## src/rtl/leading_run_counter.sv

```systemverilog
// Two-stage leading-run counter: per-chunk leading counts, then a prefix combine.
// Optional saturating all_same transfer counter behind LEADING_RUN_COUNTER_PERF_EN.
module leading_run_counter #(
    parameter int N = 16,
    parameter int C = 8,
    parameter int S = $clog2(N) + 1
) (
    input  logic         clk,
    input  logic         rst,
    input  logic         in_valid,
    output logic         in_ready,
    input  logic [N-1:0] in_bits,
    input  logic         in_pol,
    output logic         out_valid,
    input  logic         out_ready,
    output logic [S-1:0] run_len,
    output logic         all_same
`ifdef LEADING_RUN_COUNTER_PERF_EN
    ,
    output logic [31:0]  perf_full
`endif
);

    localparam int K  = N / C;
    localparam int CW = $clog2(C) + 1;

    logic          en;

    logic          s1_valid_q;
    logic          s1_valid_d;
    logic [CW-1:0] s1_cnt_q [K];
    logic [CW-1:0] s1_cnt_d [K];
    logic [K-1:0]  s1_full_q;
    logic [K-1:0]  s1_full_d;

    logic          s2_valid_q;
    logic          s2_valid_d;
    logic [S-1:0]  s2_len_q;
    logic [S-1:0]  s2_len_d;
    logic          s2_all_q;
    logic          s2_all_d;

    logic [S-1:0]  sum;

    function automatic logic [CW-1:0] chunk_lead(
        input logic [C-1:0] bits,
        input logic         pol
    );
        logic [CW-1:0] n;
        logic          run;
        n   = '0;
        run = 1'b1;
        for (int i = C - 1; i >= 0; i--) begin
            run = run & (bits[i] == pol);
            n   = n + {{(CW-1){1'b0}}, run};
        end
        return n;
    endfunction

    assign en        = !s2_valid_q || out_ready;
    // Reset forces ready high; the reset branch below discards the offered word.
    assign in_ready  = en || rst;
    assign out_valid = s2_valid_q;
    assign run_len   = s2_len_q;
    assign all_same  = s2_all_q;

    always_comb begin
        s1_valid_d = s1_valid_q;
        s1_cnt_d   = s1_cnt_q;
        s1_full_d  = s1_full_q;
        if (en) begin
            s1_valid_d = in_valid;
            for (int k = 0; k < K; k++) begin
                s1_cnt_d[k]  = chunk_lead(in_bits[N-1-k*C -: C], in_pol);
                s1_full_d[k] = (s1_cnt_d[k] == CW'(C));
            end
        end
    end

    // Sum chunk counts up to and including the first chunk that is not full.
    always_comb begin
        logic go;
        sum = '0;
        go  = 1'b1;
        for (int k = 0; k < K; k++) begin
            if (go) begin
                sum = sum + S'(s1_cnt_q[k]);
            end
            go = go & s1_full_q[k];
        end
    end

    always_comb begin
        s2_valid_d = s2_valid_q;
        s2_len_d   = s2_len_q;
        s2_all_d   = s2_all_q;
        if (en) begin
            s2_valid_d = s1_valid_q;
            s2_len_d   = sum;
            s2_all_d   = (sum == S'(N));
        end
    end

    always_ff @(posedge clk) begin
        if (rst) begin
            s1_valid_q <= 1'b0;
            s1_full_q  <= '0;
            for (int k = 0; k < K; k++) begin
                s1_cnt_q[k] <= '0;
            end
            s2_valid_q <= 1'b0;
            s2_len_q   <= '0;
            s2_all_q   <= 1'b0;
        end else begin
            s1_valid_q <= s1_valid_d;
            s1_full_q  <= s1_full_d;
            s1_cnt_q   <= s1_cnt_d;
            s2_valid_q <= s2_valid_d;
            s2_len_q   <= s2_len_d;
            s2_all_q   <= s2_all_d;
        end
    end

`ifdef LEADING_RUN_COUNTER_PERF_EN
    logic [31:0] perf_q;
    logic [31:0] perf_d;

    always_comb begin
        perf_d = perf_q;
        if (s2_valid_q && out_ready && s2_all_q && (perf_q != 32'hFFFF_FFFF)) begin
            perf_d = perf_q + 32'd1;
        end
    end

    always_ff @(posedge clk) begin
        if (rst) begin
            perf_q <= '0;
        end else begin
            perf_q <= perf_d;
        end
    end

    assign perf_full = perf_q;
`endif

endmodule

```

## config.mk

```make
export PLATFORM = sky130hd
export DESIGN_NAME = leading_run_counter
export DESIGN_NICKNAME = d
export VERILOG_FILES = /design/src/rtl/leading_run_counter.sv
export SDC_FILE = /design/constraint.sdc
export NUM_CORES = 1
export LEC_CHECK = 0
export ABC_CLOCK_PERIOD_IN_PS = 4700
export CORE_MARGIN = 5
export CORE_UTILIZATION = 50
export CTS_CLUSTER_DIAMETER = 80
export DETAILED_ROUTE_END_ITERATION = 8
export PLACE_DENSITY = 0.81
export SLEW_MARGIN = 20
export SYNTH_ARGS = -nofsm -noshare
export SYNTH_HDL_FRONTEND = slang
export SYNTH_SLANG_ARGS = --single-unit
```

## constraint.sdc

```tcl
create_clock -name clk -period 4.7 [get_ports clk]
set_clock_uncertainty 0.1 [all_clocks]
set_input_delay 0.47 -clock clk [delete_from_list [all_inputs] [get_ports clk]]
set_output_delay 0.47 -clock clk [all_outputs]
set_load 0.01 [all_outputs]
```

**Word level (Yosys, flattened, before mapping)**

Cells that the tools add are included.

- Add/sub/neg operators: 15
- Multiply operators: 0
- Div/mod/pow operators: 0
- $lt $le $gt $ge: 0
- Equality and inequality tests: 18
- Shifts and indexed selects: 0
- Mux-type cells: 1
- Bitwise gates (word level): 14
- Reductions and logical operators: 3

Operators by type and width:

| operator | number |
|---|---|
| $add 4x1->4 | 8 |
| $eq 1x1->1 | 16 |
| $and 1x1->1 | 14 |
| $add 3x1->4 | 2 |
| $add 2x1->3 | 2 |
| $add 4x4->5 | 1 |
| $eq 5x5->1 const B | 1 |
| $mux 5 | 1 |
| $add 1x1->2 | 2 |
| $eq 4x4->1 const B | 1 |
| $logic_or 1x1->1 | 2 |
| $logic_not 1->1 | 1 |

- Flip-flop bits (word level): 17
- Latch bits: 0
- RAM bits: 0
- Bits in read-only memories: 0
- Output and inout port bits: 8
- Word-level logic and storage cells: 58
- Memories: 0

**Logic depth before layout (Yosys ltp)**

- Depth in word-level cells: 10
- Gate-level depth with buffers: 12

**Least setup slack after synthesis**

OpenSTA, ideal clock, no wires.

- Path kind: in2reg
- Start: in in_pol
- End: reg s1_full_q[0]
- Setup time: 101 ps
- Data arrival time: 3380 ps
- Data required time: 4499 ps
- Slack: 1119 ps
- Cell stages on the path: 10
- Cells stage by stage: or4_1 -> mux2i_1 -> a21boi_2 -> inv_1 -> fa_1 -> fa_1 -> inv_1 -> ha_1 -> fa_1 -> o41ai_1

- Word-level cells in the longest chain between the ends: 10
- Elaborated cells on any way between the ends: 23

Ends and longest elaborated chain:

| item | RTL line | RTL |
|---|---|---|
| start, declared | 13 | `input logic in_pol,` |
| $eq 1x1->1 | 54 | `run = run & (bits[i] == pol);` |
| $and 1x1->1 | 54 |  |
| $add 1x1->2 or $and 1x1->1 (tied branches) | 55, 54 |  |
| $add 2x1->3 or $and 1x1->1 (tied branches) | 55, 54 |  |
| $add 3x1->4 or $and 1x1->1 (tied branches) | 55, 54 |  |
| $add 4x1->4 or $and 1x1->1 (tied branches) (3 in a row) | 55, 54 |  |
| $add 4x1->4 (*) | 55 | `n = n + {{(CW-1){1'b0}}, run};` |
| $eq 4x4->1 (*) | 75 | `s1_full_d[k] = (s1_cnt_d[k] == CW'(C));` |
| end signal, assigned | 116 | `s1_full_q <= s1_full_d;` |
| end, declared | 33 | `logic [K-1:0] s1_full_q;` |

Every way passes the cells marked *; elsewhere a longest branch is shown, timed or not.
A chain may end at the register's enable or synchronous reset.

**Final worst setup path**

- Start: in in_bits[15]
- End: reg s1_full_q[0]

- Word-level cells in the longest chain between the ends: 10
- Elaborated cells on any way between the ends: 16

Ends and longest elaborated chain:

| item | RTL line | RTL |
|---|---|---|
| start, declared | 12 | `input logic [N-1:0] in_bits,` |
| $eq 1x1->1 (*) | 54 |  |
| $and 1x1->1 | 54 |  |
| $add 1x1->2 or $and 1x1->1 (tied branches) | 55, 54 |  |
| $add 2x1->3 or $and 1x1->1 (tied branches) | 55, 54 |  |
| $add 3x1->4 or $and 1x1->1 (tied branches) | 55, 54 |  |
| $add 4x1->4 or $and 1x1->1 (tied branches) (3 in a row) | 55, 54 |  |
| $add 4x1->4 (*) | 55 |  |
| $eq 4x4->1 (*) | 75 |  |

Marks and branches as above.

==> flow_summary.yaml <==
clocking:
  cts.htree.levels: 1
  cts.repair_timing.setup_buffer_count: 0
  clockBufferDepth: 2
  cts_resized: 0
  tritoncts_clock_tree: "done"
  clock-sinks: 17
  worst_skew_pair_latency_ns: 0.29
  clock-root-buffer: "clkbuf_4"
  clk_transition_reported_paths_ns: 0.10
  numCtsBuffers: 3
  cts_hold_repair.buffers: 0
synth:
  synth_seq_area_share: 0.265
  synth.ff_latch_count: 17
  mappedNetlistArea_um2: 1290
  synthesis.area_per_instance_um2: 8.57
  synthesis.yosys.warnings: 0
  netlist-cell-type-count: 37
  netlist_instances: 150
  synth_nets: 188
placement:
  detailed_place_hpwl_um: 2130
  gp_congestion: 0.778
  buffer_ports.inserted: 28
final_layout:
  layout-drive-gt1-share: 0.0447
  most-common-layout-cells: "clkdlybuf4s50_1, nand2_1, dfxtp_1, inv_1, ha_1"
  fillerInstances: 219
  layout_commonest_cell: "clkdlybuf4s50_1"
  flow.area_growth_from_synthesis_pct: 26.3
  antenna_cells: 0
  design.final.nets: 218
worst_setup_path:
  start_kind: "input port"
  cp_slowest_cell: "or4_1"
  critical_path.max_fanout: 6
  cpPeakStageDelay_ns: 0.52
  cpLargestDelayFamily: "adder cells"
  worstSetupEndpointType: "flip-flop"
  crit_type: "in2reg"
  cp_common_cell: "fa_1"
  timing.reg2reg.setup_slack_ns: 2.94
  crit_buf_inv: 3
  worst-endpoint-arrival_ns: 4.01
  worst-endpoint-required_ns: 4.79
  worstPathCellList: "clkdlybuf4s50_1 -> or4_1 -> mux2i_1 -> a21boi_2 -> inv_1 -> fa_1 -> fa_1 -> inv_1 -> ha_1 -> fa_1 -> xor2_1 -> o41ai_1"
job:
  cap_violations: 0
power:
  pwr-share-comb: 0.250
  power_frac_seq: 0.495
  total_switching_power_mw: 0.0859
  p_int_mw: 0.224
  power.static_leakage_nw: 0.686
  p_per_area_nw_per_um2: 191
  p_total_mw: 0.310
  irDropWorstVdd_uv: 140
  switching_share: 0.277
  pwr-share-clk: 0.255
detailed_routing:
  firstDrtPassIters: 6
  vias_per_cell: 5.40
  ant_nets: 0
  wl_per_cell_um: 12.1
  drt-initial-drc-count: 13
  detailroute.via_count: 1129
  drt_drc_violations_left: 0
  routed_wl_um: 2520
sta:
  tightestPinTransition_ns: 0.926
  slew_viol_final: 0
  achievable-frequency_mhz: 255
  final-hold-violation-count: 0
  final_min_period_over_clock_period: 0.834
  layout_min_cycle_time_ns: 3.92
  setup_repair_after_global_routing_missed_its_margin: "no"
  timing.max_slew.rel_slack: 0.381
  setup-tns-final_ns: 0
  final-setup-viol-count: 0
global_route:
  number_of_antenna_violations_at_the_first_check_in_global_routing: 0
  globalRoute.totalOverflow: 0
  global_route.usage.total: 0.158
  grt_pass1_vias: 1143
  grt_pass1_wl_um: 4460
  grt_max_degree: 15
die:
  coreArea_um2: 2480
  i_o_pin_total: 29
  placement_rows: 18
  die_width_um: 60.7
  start_util: 0.519
  fp.dieH_um: 60.7
  die-area_um2: 3690
outcome:
  result_of_the_run: "completed"
min_path:
  timing.hold.worst.class: "reg2reg"
-- through the flow --
step	area, um2	instances	hold WS, ns	utilization	setup slack (ns)
after floorplan	1290	150	0.320	-	1.12
after global placement	1600	205	0.334	0.645	0.596
after detailed placement	1600	205	0.343	0.645	0.470
after CTS	1620	209	0.366	0.656	0.776
after global routing	1620	209	0.376	0.656	0.555
final	1620	209	0.360	0.656	0.782
-- tightest hold or removal path, delay by kind of cell (launching register included) --
| kind | cells | cell delay, ns |
|---|---|---|
| compound gates | 1 | 0.05 |
| simple gates | 1 | 0.05 |
| flops | 1 | 0.32 |
-- cells by family after synthesis --
logic type | share of synthesized area
and+or+nand+nor | 0.200
adders and majority gates | 0.206
AOI/OAI and AO/OA | 0.184
xor gates and xnor gates | 0.0613
buffers and inverters | 0.0603
DFF | 0.265
muxes | 0.0233
-- cell usage after synthesis (all sizes together) --
master / n / area share
a211oi: 1 / 0.0058
a21boi: 2 / 0.018
a21o: 2 / 0.012
a21oi: 5 / 0.019
a221oi: 2 / 0.014
a22o: 4 / 0.027
a32o: 1 / 0.0078
and3: 2 / 0.0097
buf: 2 / 0.0078
clkbuf: 3 / 0.0088
dfxtp: 17 / 0.26
fa: 7 / 0.11
ha: 10 / 0.097
inv: 15 / 0.044
mux2i: 3 / 0.023
nand2: 19 / 0.055
nand2b: 3 / 0.015
nand3: 6 / 0.023
nand3b: 1 / 0.0058
nand4: 1 / 0.0049
nor2: 5 / 0.015
nor2b: 4 / 0.019
nor3: 2 / 0.0078
nor3b: 1 / 0.0058
nor4bb: 1 / 0.0078
o211a: 1 / 0.0078
o21a: 1 / 0.0058
o21ai: 10 / 0.039
o22ai: 2 / 0.015
o311ai: 1 / 0.0068
o41ai: 1 / 0.0068
or3: 4 / 0.019
or4: 2 / 0.012
xnor2: 5 / 0.034
xor2: 4 / 0.027
-- power groups by stage --
stage	clock, mW	sequential, mW	combinational, mW
after floorplan	0	0.157	0.0422
after global placement	0	0.156	0.0741
after detailed placement	0	0.157	0.0776
after CTS	0.0806	0.153	0.0783
after global routing	0.0867	0.154	0.0880
final	0.0790	0.153	0.0773
-- cell type report --
type / instances / area [um2] / share of cell area
multi-input cells: 113 / 868 / 0.535
flip-flops and latches: 17 / 340 / 0.210
repair buffers: 30 / 295 / 0.182
inverters: 15 / 56.3 / 0.0347
clock buffers: 4 / 26.3 / 0.0162
well taps: 30 / 37.5 / 0.0231
-- flip-flops by register name (all words and copies together) (netlist names) --
name,count
all_same,1
s1_full_q,1
run_len,5
s1_valid_q,1
out_valid,1
s1_cnt_q,8
-- layer usage --
metal	vias to the layer above	wire length, um	GRT usage
met2	30	1310	0.313
met4	0	32	0.0650
met1	514	1070	0.163
li1	583	-	-
met5	-	0	0
met3	2	113	0.0213
-- path summary, 6_finish.rpt --
kind | start | end | depth (start not counted)
hold / removal | run_len[3] | run_len[3] | 2
hold reg to reg | run_len[3] | run_len[3] | 2
setup / recovery | in_bits[15] | s1_full_q[0] | 12
setup reg to reg | s1_cnt_q[4] | all_same | 7
Note: power is estimated with default switching activity, not from simulation.
